--- config.mk ---
export PLATFORM = sky130hd
export DESIGN_NAME = fnd_scan_ctrl_flat
export DESIGN_NICKNAME = d
export VERILOG_FILES = /design/src/rtl/fnd_pkg.sv /design/src/rtl/fnd_scan_ctrl_if.sv /design/src/rtl/fnd_seg_decode.sv /design/src/rtl/fnd_scan_ctrl.sv /design/src/flat_wrapper.sv
export SDC_FILE = /design/constraint.sdc
export NUM_CORES = 1
export LEC_CHECK = 0
export CORE_MARGIN = 10
export CORE_UTILIZATION = 63
export DETAILED_ROUTE_END_ITERATION = 8
export GPL_TIMING_DRIVEN = 0
export PLACE_DENSITY = 0.92
export SYNTH_ARGS = -nofsm -noshare
export SYNTH_HDL_FRONTEND = slang
export SYNTH_SLANG_ARGS = --single-unit
export TNS_END_PERCENT = 10
--- constraint.sdc ---
create_clock -name clk -period 6.15 [get_ports clk]
set_clock_uncertainty 0.1 [all_clocks]
set_input_delay 1.23 -clock clk [delete_from_list [all_inputs] [get_ports clk]]
set_output_delay 1.23 -clock clk [all_outputs]
set_load 0.01 [all_outputs]
--- src/rtl/fnd_pkg.sv ---
// Shared types and constants for the FND scan controller: FSM state encoding,
// active-low segment codes {dp,g,f,e,d,c,b,a}, display saturation limit.
// No logic, no latency; no handshake (constants and one pure helper only).
package fnd_pkg;

  localparam int COUNT_W = 14;
  localparam logic [COUNT_W-1:0] MAX_COUNT = 14'd9999;

  typedef enum logic [1:0] {
    ST_OFF   = 2'd0,
    ST_BLANK = 2'd1,
    ST_DRIVE = 2'd2
  } fnd_state_e;

  // Segment codes with the dp bit (bit 7) off.
  localparam logic [7:0] SEG_0     = 8'hC0;
  localparam logic [7:0] SEG_1     = 8'hF9;
  localparam logic [7:0] SEG_2     = 8'hA4;
  localparam logic [7:0] SEG_3     = 8'hB0;
  localparam logic [7:0] SEG_4     = 8'h99;
  localparam logic [7:0] SEG_5     = 8'h92;
  localparam logic [7:0] SEG_6     = 8'h82;
  localparam logic [7:0] SEG_7     = 8'hF8;
  localparam logic [7:0] SEG_8     = 8'h80;
  localparam logic [7:0] SEG_9     = 8'h90;
  localparam logic [7:0] SEG_BLANK = 8'hFF;

  // Values beyond four decimal digits are shown as 9999.
  function automatic logic [COUNT_W-1:0] saturate_count(input logic [COUNT_W-1:0] v);
    return (v > MAX_COUNT) ? MAX_COUNT : v;
  endfunction

endpackage

--- src/rtl/fnd_scan_ctrl_if.sv ---
// Bundle between the counter datapath / board pins and the scan controller.
// Latency: n/a (wires only). Backpressure: none, display pins are free-running.
// Ports: en, count_in, dp_in (to controller); fnd_com, fnd_data, frame_done (from it).
interface fnd_scan_ctrl_if;
  import fnd_pkg::*;

  logic               en;
  logic [COUNT_W-1:0] count_in;
  logic [3:0]         dp_in;
  logic [3:0]         fnd_com;
  logic [7:0]         fnd_data;
  logic               frame_done;

  // master: the side supplying the value to show and observing the pins.
  modport master (
    output en, count_in, dp_in,
    input  fnd_com, fnd_data, frame_done
  );

  // slave: the scan controller itself.
  modport slave (
    input  en, count_in, dp_in,
    output fnd_com, fnd_data, frame_done
  );

endinterface

--- src/rtl/fnd_seg_decode.sv ---
// BCD digit to 7-segment active-low code {g,f,e,d,c,b,a}; non-decimal input blanks.
// Latency: combinational. Backpressure: none.
// Ports: digit (4-bit BCD in), seg (7-bit active-low segments out).
module fnd_seg_decode
  import fnd_pkg::*;
(
  input  logic [3:0] digit,
  output logic [6:0] seg
);

  always_comb begin
    seg = SEG_BLANK[6:0];
    case (digit)
      4'd0:    seg = SEG_0[6:0];
      4'd1:    seg = SEG_1[6:0];
      4'd2:    seg = SEG_2[6:0];
      4'd3:    seg = SEG_3[6:0];
      4'd4:    seg = SEG_4[6:0];
      4'd5:    seg = SEG_5[6:0];
      4'd6:    seg = SEG_6[6:0];
      4'd7:    seg = SEG_7[6:0];
      4'd8:    seg = SEG_8[6:0];
      4'd9:    seg = SEG_9[6:0];
      default: seg = SEG_BLANK[6:0];
    endcase
  end

endmodule

--- src/rtl/fnd_scan_ctrl.sv ---
// 4-digit common-anode FND scanner: one slot per digit, blank phase then drive phase.
// Latency: outputs registered; value sampled at frame start, shown from the next DRIVE.
// Backpressure: none; en=0 parks the scanner in OFF with the display dark.
// Ports: clk, reset (async active-low), bus (fnd_scan_ctrl_if.slave).
// Optional build macro FND_LZB_EN: blank leading zeros on thousands/hundreds/tens.
// BLANK_CYC must be at least 1 and below CLK_HZ/SCAN_HZ.
module fnd_scan_ctrl
  import fnd_pkg::*;
#(
  parameter int CLK_HZ    = 100_000_000,
  parameter int SCAN_HZ   = 1000,
  parameter int BLANK_CYC = 100
) (
  input logic           clk,
  input logic           reset,
  fnd_scan_ctrl_if.slave bus
);

  localparam int SLOT_CYC = CLK_HZ / SCAN_HZ;
  localparam int CNT_W    = (SLOT_CYC > 1) ? $clog2(SLOT_CYC) : 1;
  localparam logic [CNT_W-1:0] CNT_SLOT_LAST  = CNT_W'(SLOT_CYC - 1);
  localparam logic [CNT_W-1:0] CNT_BLANK_LAST = CNT_W'(BLANK_CYC - 1);

  fnd_state_e         state_q, state_d;
  logic [CNT_W-1:0]   cnt_q, cnt_d;
  logic [1:0]         digit_q, digit_d;
  logic [COUNT_W-1:0] val_q, val_d;
  logic [3:0]         dp_q, dp_d;
  logic [3:0]         com_q, com_d;
  logic [7:0]         data_q, data_d;
  logic               fd_q, fd_d;

  logic [3:0]         dig [4];
  logic [3:0]         cur_digit;
  logic [6:0]         seg_raw;
  logic [6:0]         seg;

  // ---------------------------------------------------------------- FSM
  always_ff @(posedge clk or negedge reset) begin
    if (!reset) begin
      state_q <= ST_OFF;
    end else begin
      state_q <= state_d;
    end
  end

  always_comb begin
    state_d = state_q;
    cnt_d   = cnt_q;
    digit_d = digit_q;
    val_d   = val_q;
    dp_d    = dp_q;
    if (!bus.en) begin
      // Disable overrides every transition, including a slot end on the same edge.
      state_d = ST_OFF;
      cnt_d   = '0;
      digit_d = 2'd0;
    end else begin
      case (state_q)
        ST_OFF: begin
          state_d = ST_BLANK;
          cnt_d   = '0;
          digit_d = 2'd0;
          val_d   = saturate_count(bus.count_in);
          dp_d    = bus.dp_in;
        end
        ST_BLANK: begin
          cnt_d = cnt_q + CNT_W'(1);
          if (cnt_q == CNT_BLANK_LAST) begin
            state_d = ST_DRIVE;
          end
        end
        ST_DRIVE: begin
          if (cnt_q == CNT_SLOT_LAST) begin
            state_d = ST_BLANK;
            cnt_d   = '0;
            digit_d = digit_q + 2'd1;
            // Wrapping back to digit 0 starts a new frame: take a fresh snapshot.
            if (digit_q == 2'd3) begin
              val_d = saturate_count(bus.count_in);
              dp_d  = bus.dp_in;
            end
          end else begin
            cnt_d = cnt_q + CNT_W'(1);
          end
        end
        default: begin
          state_d = ST_OFF;
          cnt_d   = '0;
          digit_d = 2'd0;
        end
      endcase
    end
  end

  // ------------------------------------------------------- digit split
  // Only the latched value feeds the split, so mid-frame input changes never tear.
  always_comb begin
    dig[0] = 4'(val_q % COUNT_W'(10));
    dig[1] = 4'((val_q / COUNT_W'(10)) % COUNT_W'(10));
    dig[2] = 4'((val_q / COUNT_W'(100)) % COUNT_W'(10));
    dig[3] = 4'(val_q / COUNT_W'(1000));
  end

  // Outputs are registered alongside the state, so decode the digit of the next state.
  always_comb begin
    cur_digit = dig[digit_d];
  end

  fnd_seg_decode u_seg_decode (
    .digit (cur_digit),
    .seg   (seg_raw)
  );

`ifdef FND_LZB_EN
  logic [3:0] lead_zero;

  // A digit is a leading zero when it and every more significant digit are 0.
  // The ones digit is never blanked.
  always_comb begin
    lead_zero[3] = (dig[3] == 4'd0);
    lead_zero[2] = lead_zero[3] && (dig[2] == 4'd0);
    lead_zero[1] = lead_zero[2] && (dig[1] == 4'd0);
    lead_zero[0] = 1'b0;
    seg = lead_zero[digit_d] ? SEG_BLANK[6:0] : seg_raw;
  end
`else
  always_comb begin
    seg = seg_raw;
  end
`endif

  // ---------------------------------------------------------- outputs
  always_comb begin
    com_d  = 4'hF;
    data_d = SEG_BLANK;
    fd_d   = 1'b0;
    if (state_d == ST_DRIVE) begin
      com_d  = ~(4'b0001 << digit_d);
      data_d = {~dp_q[digit_d], seg};
      fd_d   = (digit_d == 2'd3) && (cnt_d == CNT_SLOT_LAST);
    end
  end

  always_ff @(posedge clk or negedge reset) begin
    if (!reset) begin
      cnt_q   <= '0;
      digit_q <= 2'd0;
      val_q   <= '0;
      dp_q    <= 4'd0;
      com_q   <= 4'hF;
      data_q  <= SEG_BLANK;
      fd_q    <= 1'b0;
    end else begin
      cnt_q   <= cnt_d;
      digit_q <= digit_d;
      val_q   <= val_d;
      dp_q    <= dp_d;
      com_q   <= com_d;
      data_q  <= data_d;
      fd_q    <= fd_d;
    end
  end

  assign bus.fnd_com    = com_q;
  assign bus.fnd_data   = data_q;
  assign bus.frame_done = fd_q;

endmodule

--- src/flat_wrapper.sv ---
// flat-port wrapper written by rule: the top's interface ports become plain ports
module fnd_scan_ctrl_flat import fnd_pkg::*;
#(
  parameter int CLK_HZ    = 100_000_000,
  parameter int SCAN_HZ   = 1000,
  parameter int BLANK_CYC = 100
)
  (clk, reset, bus_en, bus_count_in, bus_dp_in, bus_fnd_com, bus_fnd_data, bus_frame_done);
  fnd_scan_ctrl_if bus_i ();
  input logic clk;
  input logic reset;
  input wire logic [$bits(bus_i.en)-1:0] bus_en;
  input wire logic [$bits(bus_i.count_in)-1:0] bus_count_in;
  input wire logic [$bits(bus_i.dp_in)-1:0] bus_dp_in;
  output wire logic [$bits(bus_i.fnd_com)-1:0] bus_fnd_com;
  output wire logic [$bits(bus_i.fnd_data)-1:0] bus_fnd_data;
  output wire logic [$bits(bus_i.frame_done)-1:0] bus_frame_done;
  assign bus_i.en = bus_en;
  assign bus_i.count_in = bus_count_in;
  assign bus_i.dp_in = bus_dp_in;
  assign bus_fnd_com = bus_i.fnd_com;
  assign bus_fnd_data = bus_i.fnd_data;
  assign bus_frame_done = bus_i.frame_done;
  fnd_scan_ctrl #(.CLK_HZ(CLK_HZ), .SCAN_HZ(SCAN_HZ), .BLANK_CYC(BLANK_CYC)) u_core (.clk(clk), .reset(reset), .bus(bus_i));
endmodule
==> results of run 1 <==
registers in the layout, indices dropped and copies added, names as in the netlist:
name                   flops
u_core.state_q             2
u_core.bus.fnd_com         4
u_core.val_q              14
u_core.cnt_q              17
u_core.digit_q             2
u_core.bus.fnd_data        8
u_core.bus.frame_done      1
u_core.dp_q                4
report_power, final:
part           switching [µW]  internal (µW)  leakage [µW]  total (µW)
registers                21.5            359      0.000640         381
logic                    2840           1980       0.00269        4820
clock network             125            152     0.0000671         277
total                    2990           2490       0.00340        5480
repair_timing:
item                                    4_1_cts  5_1_grt
buffers inserted                             11       52
cloned                                        0        2
endpoints found under the setup margin        7        7
resized for setup                            38      124
pin swaps                                    11       54
per-stage QoR:
| step | instances | setup TNS [ns] |
|---|---|---|
| global route | 1219 | -2.287 |
| global placement | 1147 | -2.193 |
| detailed placement | 1148 | -2.857 |
| floorplan | 971 | 0 |
| CTS | 1167 | 0 |
| finish | 1219 | -1.248 |
area by class of cell:
class / instances / area share (%)
Multi-Input combinational cell: 825 / 67.48
Inverter: 32 / 1.371
Sequential cell: 52 / 14.16
Clock inverter: 2 / 0.1747
Buffer: 62 / 4.354
Clock buffer: 6 / 1.384
Timing Repair Buffer: 97 / 9.152
Tap cell: 143 / 1.922
routing by layer:
metal	vias to the layer above	wire length (µm)
li1	3959	-
met1	4334	10370
met2	890	12440
met3	222	3304
met4	0	1640
met5	-	0
logic make-up (layout without fill, tap and decap cells):
group,after synthesis,count (layout),synth area share [%]
xor+xnor,44,44,5.305
flops,52,52,17.77
compound gates,345,345,35.73
fa+ha+maj,22,22,3.616
simple gates,391,391,27.76
buf+inv,94,199,6.403
mux,23,23,3.413
worst paths after layout:
path | slack, ns | end | from
worst max-delay path | -0.23 | u_core.bus.fnd_data[1] | u_core.val_q[13]
worst max register to register | -0.23 | u_core.bus.fnd_data[1] | u_core.val_q[13]
max in group asynchronous | 4.70 | u_core.bus.fnd_data[7] | reset
worst min-delay path | 0.41 | u_core.cnt_q[0] | u_core.cnt_q[0]
min in group asynchronous | 0.94 | u_core.bus.fnd_data[4] | reset
worst min register to register | 0.41 | u_core.cnt_q[0] | u_core.cnt_q[0]
synth_stat cells (all sizes together), types with 11 or more instances:
cell type and n:
inv 28, nor2 95, o31ai 15, ha 19, o22ai 11, a21oi 56, o211ai 21, xnor2 29
a31oi 18, a211oi 15, nand2 91, clkbuf 26, o221ai 16, nand2b 11, dfstp 12, mux2i 14
o21ai 64, dfrtp 40, and2 14, nor3 44, nand3 35, buf 36, nor4 18, xor2 15
or3 12, nand4 15
critical path, delay by kind of cell (launching register included):
family | cells | cell delay [ns]
buffers and inverters | 6 | 1.25
AND/OR/NAND/NOR | 3 | 1.16
flip-flops | 1 | 0.40
adder cells (fa/ha/maj) | 1 | 0.22
multiplexers | 2 | 0.51
AO/OA/AOI/OAI | 11 | 2.65
==> flow_metrics.py, run 1 <==
metrics = {
    "pwr": {
        "p_per_area_mw_per_mm2": 588.7,
        "p_leak_uw": 0.003397,
        "p_total_uw": 5480,
        "vdd_drop_max_v": 0.0009135,
    },
    "logic_synthesis": {
        "synth.largest_area_cell": "dfrtp_1",
        "synth_area_per_cell_um2": 7.627,
        "yosysSeqAreaShare_pct": 17.77,
        "synth_top_area_share_pct": 13.52,
        "synth_ff_type": "dfrtp_1",
        "synth_edf_count": 0,
        "synth_nets": 1011,
        "synth_cell_types": 120,
        "syn_inst": 971,
        "yosys_warnings": 0,
        "synth.area.top_cells": "dfrtp_1, nand2_1, nor2_1",
        "async_flop_share_pct": 100.0,
        "synth_area_mm2": 0.007406,
        "synth.ff_latch_count": 52,
    },
    "sta": {
        "fin_hold_ws_ns": 0.4100,
        "setup_ws_ns": -0.2289,
        "setup_viol": 7,
        "drv_slew": 0,
        "rsz0062_at_grt": "true",
        "relSlewSlack_pct": 37.47,
        "fmax_mhz": 156.8,
        "finalCritPeriodShare_pct": 103.7,
        "min_period_ns": 6.379,
        "worstMarginPinSlew_ns": 0.9344,
        "hold_viol": 0,
    },
    "placement": {
        "place_congestion": 1.028,
        "pre_cts_slack_ns": -0.5098,
        "post-dp-hpwl_mm": 16.99,
        "portBuffers": 33,
        "placement.cell_area_mm2": 0.007930,
    },
    "setup_path": {
        "end_kind": "flip-flop",
        "worst_path_most_repeated_cell": "buf_4",
        "cp_cell_sequence": "buf_4 > buf_4 > buf_6 > clkbuf_4 > o221ai_1 > a32oi_1 > mux2i_1 > buf_4 > or3_1 > o211ai_4 > o311ai_4 > mux2i_4 > buf_4 > a221oi_1 > nor3_2 > o22ai_1 > a211oi_2 > o21ai_1 > a221o_1 > nand2_2 > ha_4 > o21a_1 > o21ai_2",
        "crit_type": "flip-flop to flip-flop",
        "r2r_cells": 23,
        "slowest_delay_ns": 0.60,
        "cp.arrival_ns": 6.49,
        "required_ns": 6.27,
        "worstPathMaxFanout": 10,
        "crit_slowest_cell": "nor3_2",
        "setup.worst_path.start_class": "flip-flop",
    },
    "cts": {
        "hold_buffers": 0,
        "cts_tree": "yes",
        "cts_max_level": 2,
        "root_buffer": "clkbuf_16",
        "cts_buffers": 5,
        "cts.sink_count": 52,
        "cts.clk_slew.worst_paths_ns": 0.07,
        "clockBufferDepth": 2,
        "insertion_delay_ns": 0.29,
    },
    "grt": {
        "gr-usage-all-layers_pct": 27.60,
        "grt_max_degree": 44,
        "grt_use_met1_pct": 36.72,
        "grt_pass1_wl_mm": 39.20,
        "antenna_found_initial": 0,
        "overflow": 0,
        "use_met3_pct": 5.544,
        "grt_pass1_vias": 8026,
        "use_met2_pct": 43.49,
        "busiest_layer": "met2",
    },
    "finish": {
        "antennaDiodeCount": 0,
        "finish.utilization_pct": 81.19,
        "stdcell_area_mm2": 0.009310,
        "final_common_cell": "nor2_1",
        "nets": 1115,
        "most-common-layout-cells": "nor2_1, nand2_1, buf_4, o21ai_0, a21oi_1",
        "synthToLayoutAreaGrowth_pct": 25.71,
        "multi_input_area_mm2": 0.006282,
        "fill_cells": 674,
        "drive_above_1_share_pct": 26.67,
        "seqCellArea_mm2": 0.001319,
    },
    "drt": {
        "vias_per_cell": 7.715,
        "wl_per_cell_um": 22.77,
        "via_count": 9405,
        "drc": 0,
        "drt_iter0_markers": 1777,
        "first_pass_iters": 8,
        "antenna_left": 0,
        "routed_wl_mm": 27.76,
    },
    "die": {
        "die_h_um": 128.4,
        "top_level_ports": 34,
        "die_x_um": 128.4,
        "core_mm2": 0.01147,
        "initial_core_util_pct": 64.58,
        "placementRows": 39,
        "dieArea_mm2": 0.01649,
    },
    "outcome": {
        "violations": "setup timing",
        "status": "finished with violations",
    },
    "flow_run": {
        "drv_cap": 0,
    },
    "hold_path": {
        "holdPathStages": 1,
        "hp-class": "flip-flop to flip-flop",
    },
}
Power figures use the tool's default switching activity.
==> run 2: changes to the inputs <==
HOLD_SLACK_MARGIN = 0.1   (was not set)
==> results of run 2 <==
Same layout as run 1: the final DEF is identical, and so are final timing and power.
